==> src/rtl/seg_scan_decoder.sv <==
// seg_scan_decoder
//
// Receive-side decoder for a multiplexed, active-low 7-segment display bus.
// It watches the anode-select and segment lines, waits for each digit slot to
// settle, and turns the segment pattern back into a BCD digit. The four digits
// of one scan are collected in shadow registers. They are then published
// together as an mm:ss value, so a reader never sees a half-updated time.
//
// Ports
//   clk            system clock
//   reset          asynchronous, active-high reset
//   illuminate_in  [7:0] active-low anode select
//                  (8'hFE=digit0, 8'hFD=digit1, 8'hEF=digit2, 8'hDF=digit3)
//   segment_in     [7:0] active-low segments {a,b,c,d,e,f,g,dp}
//   capture_en     enables capture; low parks the frame tracker in SYNC
//   units_seconds  [3:0] published digit0
//   tens_seconds   [3:0] published digit1
//   units_minutes  [3:0] published digit2
//   tens_minutes   [3:0] published digit3
//   frame_done     one-cycle pulse when a new frame is published
//   pattern_error  sticky: an unrecognised segment pattern was captured
//   seq_error      sticky: a digit was captured out of scan order
//   stale          no capture seen within TIMEOUT_CYCLES
//   fsm_state      [1:0] frame tracker state (0=SYNC, 1..3=EXP1..EXP3)
//
// Parameters
//   SETTLE_CYCLES  identical consecutive samples needed before a capture (>=2)
//   TIMEOUT_CYCLES cycles without a capture before stale asserts

module seg_scan_decoder #(
  parameter int SETTLE_CYCLES  = 16,
  parameter int TIMEOUT_CYCLES = 500000
) (
  input  logic       clk,
  input  logic       reset,
  input  logic [7:0] illuminate_in,
  input  logic [7:0] segment_in,
  input  logic       capture_en,
  output logic [3:0] units_seconds,
  output logic [3:0] tens_seconds,
  output logic [3:0] units_minutes,
  output logic [3:0] tens_minutes,
  output logic       frame_done,
  output logic       pattern_error,
  output logic       seq_error,
  output logic       stale,
  output logic [1:0] fsm_state
);

  localparam int SW = $clog2(SETTLE_CYCLES + 1);
  localparam int TW = $clog2(TIMEOUT_CYCLES + 1);

  localparam logic [SW-1:0] SETTLE_MAX   = SW'(SETTLE_CYCLES);
  localparam logic [SW-1:0] SETTLE_LAST  = SW'(SETTLE_CYCLES - 1);
  localparam logic [TW-1:0] TIMEOUT_MAX  = TW'(TIMEOUT_CYCLES);
  localparam logic [TW-1:0] TIMEOUT_LAST = TW'(TIMEOUT_CYCLES - 1);

  typedef enum logic [1:0] {
    SYNC = 2'd0,
    EXP1 = 2'd1,
    EXP2 = 2'd2,
    EXP3 = 2'd3
  } state_t;

  // Input path: two-flop synchronizers plus a previous-sample copy.
  logic [7:0] illum_s1, illum_s2, illum_p;
  logic [7:0] seg_s1, seg_s2, seg_p;

  logic [SW-1:0] stable_cnt;
  logic [TW-1:0] to_cnt;

  state_t     state;
  logic [3:0] shadow [4];

  logic       sample_same;
  logic       anode_ok;
  logic [1:0] cap_digit;
  logic [3:0] cap_val;
  logic       cap_stb;
  logic       timeout_hit;

  assign fsm_state = state;

  // ------------------------------------------------------------------
  // Combinational decode of the synchronized sample
  // ------------------------------------------------------------------
  always_comb begin
    sample_same = (illum_s2 == illum_p) && (seg_s2 == seg_p);

    // Only one-hot-low anode codes for the four used slots are accepted.
    // Blanking (8'hFF) and overlapped selects fall into the default arm.
    anode_ok  = 1'b1;
    cap_digit = 2'd0;
    case (illum_s2)
      8'hFE:   cap_digit = 2'd0;
      8'hFD:   cap_digit = 2'd1;
      8'hEF:   cap_digit = 2'd2;
      8'hDF:   cap_digit = 2'd3;
      default: anode_ok  = 1'b0;
    endcase

    // Segment decode over {a..g}. The decimal point is not part of the digit.
    case (seg_s2[7:1])
      7'h01:   cap_val = 4'd0;
      7'h4F:   cap_val = 4'd1;
      7'h12:   cap_val = 4'd2;
      7'h06:   cap_val = 4'd3;
      7'h4C:   cap_val = 4'd4;
      7'h24:   cap_val = 4'd5;
      7'h20:   cap_val = 4'd6;
      7'h0F:   cap_val = 4'd7;
      7'h00:   cap_val = 4'd8;
      7'h04:   cap_val = 4'd9;
      default: cap_val = 4'hF;
    endcase

    // The strobe is asserted in the cycle where the counter steps from
    // SETTLE-1 to SETTLE. Once the counter saturates, this term cannot
    // become true again until the bus changes. That limits each stable
    // period to one capture.
    cap_stb = capture_en && anode_ok && sample_same && (stable_cnt == SETTLE_LAST);

    timeout_hit = capture_en && !cap_stb && (to_cnt == TIMEOUT_LAST);
  end

  // ------------------------------------------------------------------
  // Input path, settle counter, timeout counter
  // ------------------------------------------------------------------
  always_ff @(posedge clk or posedge reset) begin
    if (reset) begin
      illum_s1   <= 8'hFF;
      illum_s2   <= 8'hFF;
      illum_p    <= 8'hFF;
      seg_s1     <= 8'hFF;
      seg_s2     <= 8'hFF;
      seg_p      <= 8'hFF;
      stable_cnt <= '0;
      to_cnt     <= '0;
    end else begin
      illum_s1 <= illuminate_in;
      illum_s2 <= illum_s1;
      illum_p  <= illum_s2;
      seg_s1   <= segment_in;
      seg_s2   <= seg_s1;
      seg_p    <= seg_s2;

      if (!sample_same) begin
        stable_cnt <= '0;
      end else if (stable_cnt != SETTLE_MAX) begin
        stable_cnt <= stable_cnt + 1'b1;
      end

      if (!capture_en || cap_stb) begin
        to_cnt <= '0;
      end else if (to_cnt != TIMEOUT_MAX) begin
        to_cnt <= to_cnt + 1'b1;
      end
    end
  end

  // ------------------------------------------------------------------
  // Frame tracker FSM with shadow digits and registered outputs
  // ------------------------------------------------------------------
  always_ff @(posedge clk or posedge reset) begin
    if (reset) begin
      state         <= SYNC;
      for (int i = 0; i < 4; i++) shadow[i] <= 4'd0;
      units_seconds <= 4'd0;
      tens_seconds  <= 4'd0;
      units_minutes <= 4'd0;
      tens_minutes  <= 4'd0;
      frame_done    <= 1'b0;
      pattern_error <= 1'b0;
      seq_error     <= 1'b0;
      stale         <= 1'b0;
    end else begin
      frame_done <= 1'b0;

      if (!capture_en) begin
        // Shadows, outputs and sticky flags are all kept. Only the frame
        // alignment is dropped.
        state <= SYNC;
      end else if (cap_stb) begin
        shadow[cap_digit] <= cap_val;
        stale             <= 1'b0;
        if (cap_val == 4'hF) pattern_error <= 1'b1;

        if (cap_digit == 2'd0) begin
          // digit0 always starts a new frame. Abandoning a frame that had
          // already advanced past digit1 counts as an ordering error.
          if (state == EXP2 || state == EXP3) seq_error <= 1'b1;
          state <= EXP1;
        end else begin
          case (state)
            SYNC: begin
              // Wait for a digit0 before tracking a frame.
            end
            EXP1: begin
              if (cap_digit == 2'd1) begin
                state <= EXP2;
              end else begin
                seq_error <= 1'b1;
                state     <= SYNC;
              end
            end
            EXP2: begin
              if (cap_digit == 2'd2) begin
                state <= EXP3;
              end else if (cap_digit != 2'd1) begin
                seq_error <= 1'b1;
                state     <= SYNC;
              end
            end
            EXP3: begin
              if (cap_digit == 2'd3) begin
                // The digit3 shadow is written in this same edge, so the
                // decoded value is forwarded directly.
                units_seconds <= shadow[0];
                tens_seconds  <= shadow[1];
                units_minutes <= shadow[2];
                tens_minutes  <= cap_val;
                frame_done    <= 1'b1;
                state         <= SYNC;
              end else if (cap_digit != 2'd2) begin
                seq_error <= 1'b1;
                state     <= SYNC;
              end
            end
            default: state <= SYNC;
          endcase
        end
      end else if (timeout_hit) begin
        stale <= 1'b1;
        state <= SYNC;
      end
    end
  end

endmodule
==> config.mk <==
export PLATFORM = sky130hd
export DESIGN_NAME = seg_scan_decoder
export DESIGN_NICKNAME = d
export VERILOG_FILES = /design/src/rtl/seg_scan_decoder.sv
export SDC_FILE = /design/constraint.sdc
export NUM_CORES = 1
export LEC_CHECK = 0
export CAP_MARGIN = 40
export CELL_PAD_IN_SITES_DETAIL_PLACEMENT = 0
export CELL_PAD_IN_SITES_GLOBAL_PLACEMENT = 1
export CORE_MARGIN = 2
export CORE_UTILIZATION = 29
export DETAILED_ROUTE_END_ITERATION = 7
export DONT_BUFFER_PORTS = 1
export GPL_TIMING_DRIVEN = 1
export MAX_ROUTING_LAYER = met4
export PLACE_DENSITY_LB_ADDON = 0.1
export SYNTH_ARGS = -nofsm -noshare
export SYNTH_HDL_FRONTEND = slang
export SYNTH_SLANG_ARGS = --single-unit
==> constraint.sdc <==
create_clock -name clk -period 3.11 [get_ports clk]
set_input_delay 0.311 -clock clk [delete_from_list [all_inputs] [get_ports clk]]
set_output_delay 0.311 -clock clk [all_outputs]
set_load 0.03 [all_outputs]
### Word level (Yosys, flattened, before mapping)

Index checks and enable logic that the tools add are counted.

* register bits: 110
* output and inout bits: 22

* $add $sub $neg: 2
* magnitude comparators: 2
* equal/unequal tests: 39
* muxes and demuxes: 35
* bitwise operators: 2
* reductions and logical operators: 23

Operators by type and width (count)
* one-hot mux 4 bit (10 select lines): 1
* 2-to-1 mux 19 bit: 2
* equality test 8 bit, second input constant: 4
* adder 19 x 1 -> 19 bit, second input constant: 1
* equality test 19 bit, second input constant: 1
* inequality test 19 bit, second input constant: 1
* 2-to-1 mux 2 bit: 9
* bitwise mux 16 bit: 1
* equality test 8 bit: 2
* 2-to-1 mux 1 bit: 15
* equality test 7 x 3 -> 1 bit, second input constant: 2
* equality test 7 x 6 -> 1 bit, second input constant: 2
* equality test 7 bit, second input constant: 2
* inequality test 6 x 4 -> 1 bit, second input constant: 2
* one-hot mux 2 bit (3 select lines): 2
* 2-to-1 mux 5 bit: 2
* inequality test 3 bit, second input constant: 3
* AND reduction 9 bit: 1
* demux 4 bit (select 2 bit): 1
* equality test 2 bit, second input constant: 4
* equality test 7 x 1 -> 1 bit, second input constant: 1
* equality test 7 x 4 -> 1 bit, second input constant: 1
* equality test 7 x 5 -> 1 bit, second input constant: 1
* logical AND 1 bit: 7
* other kinds (27): 35

### Logic depth before layout (Yosys ltp)

* depth after elaboration: 12
* mapped depth: 10

### Worst setup path before layout

OpenSTA, ideal clock, no wires.

* kind: register to register
* start: register seg_s2[2]
* end: register shadow[4] in the netlist's numbering
* setup time: 0.125 ns
* data arrival time: 2.177 ns
* data required time: 2.985 ns
* setup slack: 0.808 ns
* stages on the path, launching flop included: 8
* buffers on the path: 1
* clock period less this slack: 2.302 ns
* cell sequence: dfstp_2 buf_2 xor2_1 nor4_4 nand4_4 nor3b_4 and4_1 mux2_2

* longest elaborated chain between the ends: 5
* elaborated cells between the ends (all ways): 17
* those cells by class: 10 x eq/ne; 2 x mux; 5 x reduce/logical

Ends and longest elaborated chain
* start: declaration: line 67 `logic [7:0] seg_s1, seg_s2, seg_p;`
* start signal: assignment: line 144 `seg_s2 <= seg_s1;`
* parallel branches: the longest is 5 deep, another holds bitwise mux 16 bit
* end signal: indexed assignment: line 184 `shadow[cap_digit] <= cap_val;`
* end: declaration: line 73 `logic [3:0] shadow [4];`

Several ways; the timed one is not identified.
A chain may end at the register's enable or synchronous reset.

### Worst setup path after layout

* start: register illum_s2[4]
* end: register shadow[5] in the netlist's numbering

* longest elaborated chain between the ends: 8
* elaborated cells between the ends (all ways): 20
* those cells by class: 2 x order compare; 5 x eq/ne; 5 x mux; 1 x bitwise; 7 x reduce/logical

Ends and longest elaborated chain
* start: declaration: line 66 `logic [7:0] illum_s1, illum_s2, illum_p;`
* start signal: assignment: line 141 `illum_s2 <= illum_s1;`
* equality test 8 bit: line 94 `case (illum_s2)`
* one-hot mux 2 bit (3 select lines): line 94
* NOT 2 -> 3 bit (not written as such): line 184
* >= comparator 3 bit (not written as such) or less-than comparator 3 x 1 -> 1 bit (tied branches): line 184
* logical AND 1 bit (not written as such): line 184
* 2-to-1 mux 4 bit (not written as such): line 184
* demux 4 bit (select 2 bit): line 184
* bitwise mux 16 bit: line 184

Parallel ways exist; a longest one is shown, timed or not.

==> impl_metrics.py <==
metrics = {
    "detailed_routing": {
        "viasPerCell": 4.59,
        "drc_errors": 0,
        "post_drt_wl_per_cell_um": 15.0,
        "drt_wl_total_um": 8400,
        "drtIter0Drc": 92,
        "first_pass_iters": 4,
        "vias": 2573,
        "drtAntennaViolNets": 0,
    },
    "worst_setup_path": {
        "start_kind": "register",
        "crit_buf_inv": 0,
        "cp.arrival_ps": 2810,
        "crit_slowest_cell": "dfstp_2",
        "required_ps": 3350,
        "worst_path_largest_cell_delay_ps": 640,
        "crit_path_end_kind": "register",
        "path_max_fanout": 10,
        "critPathTopFamily": "simple AND/OR/NAND/NOR gates",
        "critPathKind": "register to register",
        "crit_chain": "nor2b_1 > a22oi_1 > o22ai_1 > nor3b_4 > and4_1 > mux2_2",
    },
    "finish": {
        "final_core_util_pct": 34.1,
        "final_common_cell": "dfrtp_1",
        "areaGrowthSynthToFinish_pct": 15.4,
        "final_cell_mix": "dfrtp_1 (58), dfstp_2 (48), xor2_1 (30), nor2_1 (29), mux2_2 (20)",
        "fin_cells": 561,
        "antenna_cells": 0,
        "finalNetCount": 392,
        "final_area_um2": 5170,
        "layout-drive-gt1-share_pct": 29.2,
    },
    "grt": {
        "grt_max_degree": 42,
        "overflow": 0,
        "grt_pass1_vias": 2660,
        "track_usage_pct": 11.6,
        "grt_first_pass_wirelength_um": 14200,
        "grt_antenna_before_repair": 0,
    },
    "pwr": {
        "pwr-share-seq_pct": 54.1,
        "ir_drop_mv": 0.235,
        "fin_total_pwr_mw": 2.73,
        "p_leak_nw": 2.23,
        "power_density_nw_per_um2": 528,
        "p_comb_share_pct": 4.5,
        "pwr-share-clk_pct": 41.4,
        "p_sw_share_pct": 24.5,
        "p_sw_mw": 0.669,
        "p_int_mw": 2.06,
    },
    "place": {
        "place_congestion": 0.763,
        "postPlaceCellArea_um2": 4700,
        "placed_cells": 528,
        "portBuffers": 0,
        "dp_hpwl_um": 5850,
    },
    "floorplan": {
        "rows": 45,
        "start_util_pct": 29.6,
        "io-pin-count": 41,
        "die_h_um": 128,
        "die_area_um2": 16500,
        "die_w_um": 128,
        "core_um2": 15100,
    },
    "clock_network": {
        "cts_setup_buffers": 0,
        "clk_pin_slew_ps": 80,
        "clk-insertion-delay-late_ps": 350,
        "htree_levels": 3,
        "clkSinkCount": 106,
        "cts_root_buf": "clkbuf_16",
        "clockBufferDepth": 2,
        "cts_tree": "built",
        "cts_made_buffers": 9,
    },
    "synth": {
        "syn_area_per_cell_um2": 12.9,
        "yosysWarnings": 0,
        "ys_seq_elements": 106,
        "yosys_most_used_dff": "dfrtp_1",
        "async_flop_share_pct": 100,
        "synth_fp_nets": 371,
        "seq_area_frac_synth_pct": 60.6,
        "synth_area_um2": 4480,
        "syn_inst": 347,
        "ys_types": 52,
        "synth_edf_count": 0,
    },
    "timing": {
        "period_minus_slack_ps": 2570,
        "maxSlewHeadroom_pct": 63.5,
        "fin_crit_sh_pct": 82.7,
        "hold_violations": 0,
        "fmax_mhz": 389,
        "setup_tns_ps": 0,
        "rsz0062_at_grt": "no",
        "drv_slew": 0,
        "fin_skew_ps": 6.87,
        "setup_viol": 0,
        "tightestPinTransition_ps": 543,
    },
    "run_status": {
        "run_status": "finished, final reports clean",
    },
    "hold_path": {
        "min_path_type": "input port to register",
    },
    "flow_run": {
        "drv_cap": 0,
    },
}
[area by class of cell]
cell class                      instances  area (µm²)
Fill cell                            1486        9980
Tap cell                              188         235
Sequential cell                       106        2710
Timing Repair Buffer                   22         220
Clock buffer                            9         225
Inverter                               11        43.8
Clock inverter                          7        70.1
Multi-Input combinational cell        218        1660
[final timing paths]
path,start,cells past startpoint,endpoint,slack (ps)
hold / removal,capture_en,2,fsm_state[1]$_DFFE_PP0P_,100
setup reg to reg,illum_s2[4]$_DFF_PP1_,6,shadow[5]$_DFFE_PP0P_,540
hold reg to reg,seg_s1[0]$_DFF_PP1_,0,seg_s2[0]$_DFF_PP1_,360
min in group asynchronous,reset,2,stable_cnt[0]$_DFFE_PP0P_,430
max in group asynchronous,reset,4,units_minutes[3]$_DFFE_PP0P_,1820
setup / recovery,illum_s2[4]$_DFF_PP1_,6,shadow[5]$_DFFE_PP0P_,540
[per-layer routing]
layer / vias to the layer above / share of wire, % / global-route usage [%]
met5: - / 0 / -
met4: 0 / 2.0 / 5.43
met3: 14 / 3.9 / 3.46
met2: 43 / 44 / 16.1
met1: 1278 / 50 / 15.6
li1: 1238 / - / -
[flip-flops by register name, summed over array words and instances, names as in the netlist, 5 cells and up]
register    cells
seg_s1          8
stable_cnt      5
illum_s1        8
illum_p         8
seg_s2          8
to_cnt         19
illum_s2        8
seg_p           8
shadow         12
[repair_timing]
item,CTS,global route
hold buffers,17,0
gates resized for setup,0,0
endpoints found under the hold margin,20,0
[kinds of logic (layout without fill, tap and decap cells)]
family	Yosys count	after routing	synth area share, %
and+or+nand+nor	111	111	14.9
DFF	106	106	60.6
xor gates and xnor gates	38	38	7.43
muxes	33	33	9.05
AOI/OAI and AO/OA	31	31	4.28
buffers and inverters	23	49	2.35
adders and majority gates	5	5	1.40
[synthesized netlist by cell type (2+ instances only)]
master | n | area share [%]
a21oi_1 | 10 | 1.1
a22o_1 | 2 | 0.39
a22oi_1 | 2 | 0.34
and3_1 | 5 | 0.70
and4_1 | 3 | 0.59
buf_2 | 6 | 0.67
clkbuf_1 | 4 | 0.34
dfrtp_1 | 58 | 32
dfstp_2 | 48 | 28
ha_1 | 5 | 1.4
inv_1 | 11 | 0.92
mux2_2 | 20 | 5.0
mux2_4 | 10 | 3.4
mux2i_1 | 3 | 0.67
nand2_1 | 16 | 1.3
nand2b_1 | 3 | 0.42
nand3_1 | 17 | 1.9
nand4_1 | 4 | 0.56
nor2_1 | 29 | 2.4
nor2b_1 | 5 | 0.70
nor3_1 | 8 | 0.89
nor4_1 | 2 | 0.28
nor4_4 | 3 | 1.4
o21ai_0 | 6 | 0.67
o22ai_1 | 3 | 0.42
or3_1 | 2 | 0.28
xnor2_1 | 8 | 1.6
xor2_1 | 30 | 5.9
[stage by stage]
stage / hold slack [ps] / setup slack, ps
global placement: 316 / 521
finish: 99.9 / 539
CTS: 75.7 / 512
global route: 96.9 / 286
floorplan: 315 / 89.5
detailed placement: 212 / 537
[power groups by stage]
stage          clock (mW)  combinational, mW  sequential, mW
2_1_floorplan           0             0.0943            1.48
3_3_place_gp            0              0.108            1.50
3_5_place_dp            0              0.110            1.50
4_1_cts              1.19              0.129            1.47
5_1_grt              1.24              0.141            1.48
6_report             1.13              0.123            1.47
Note: power is estimated with default switching activity, not from simulation.
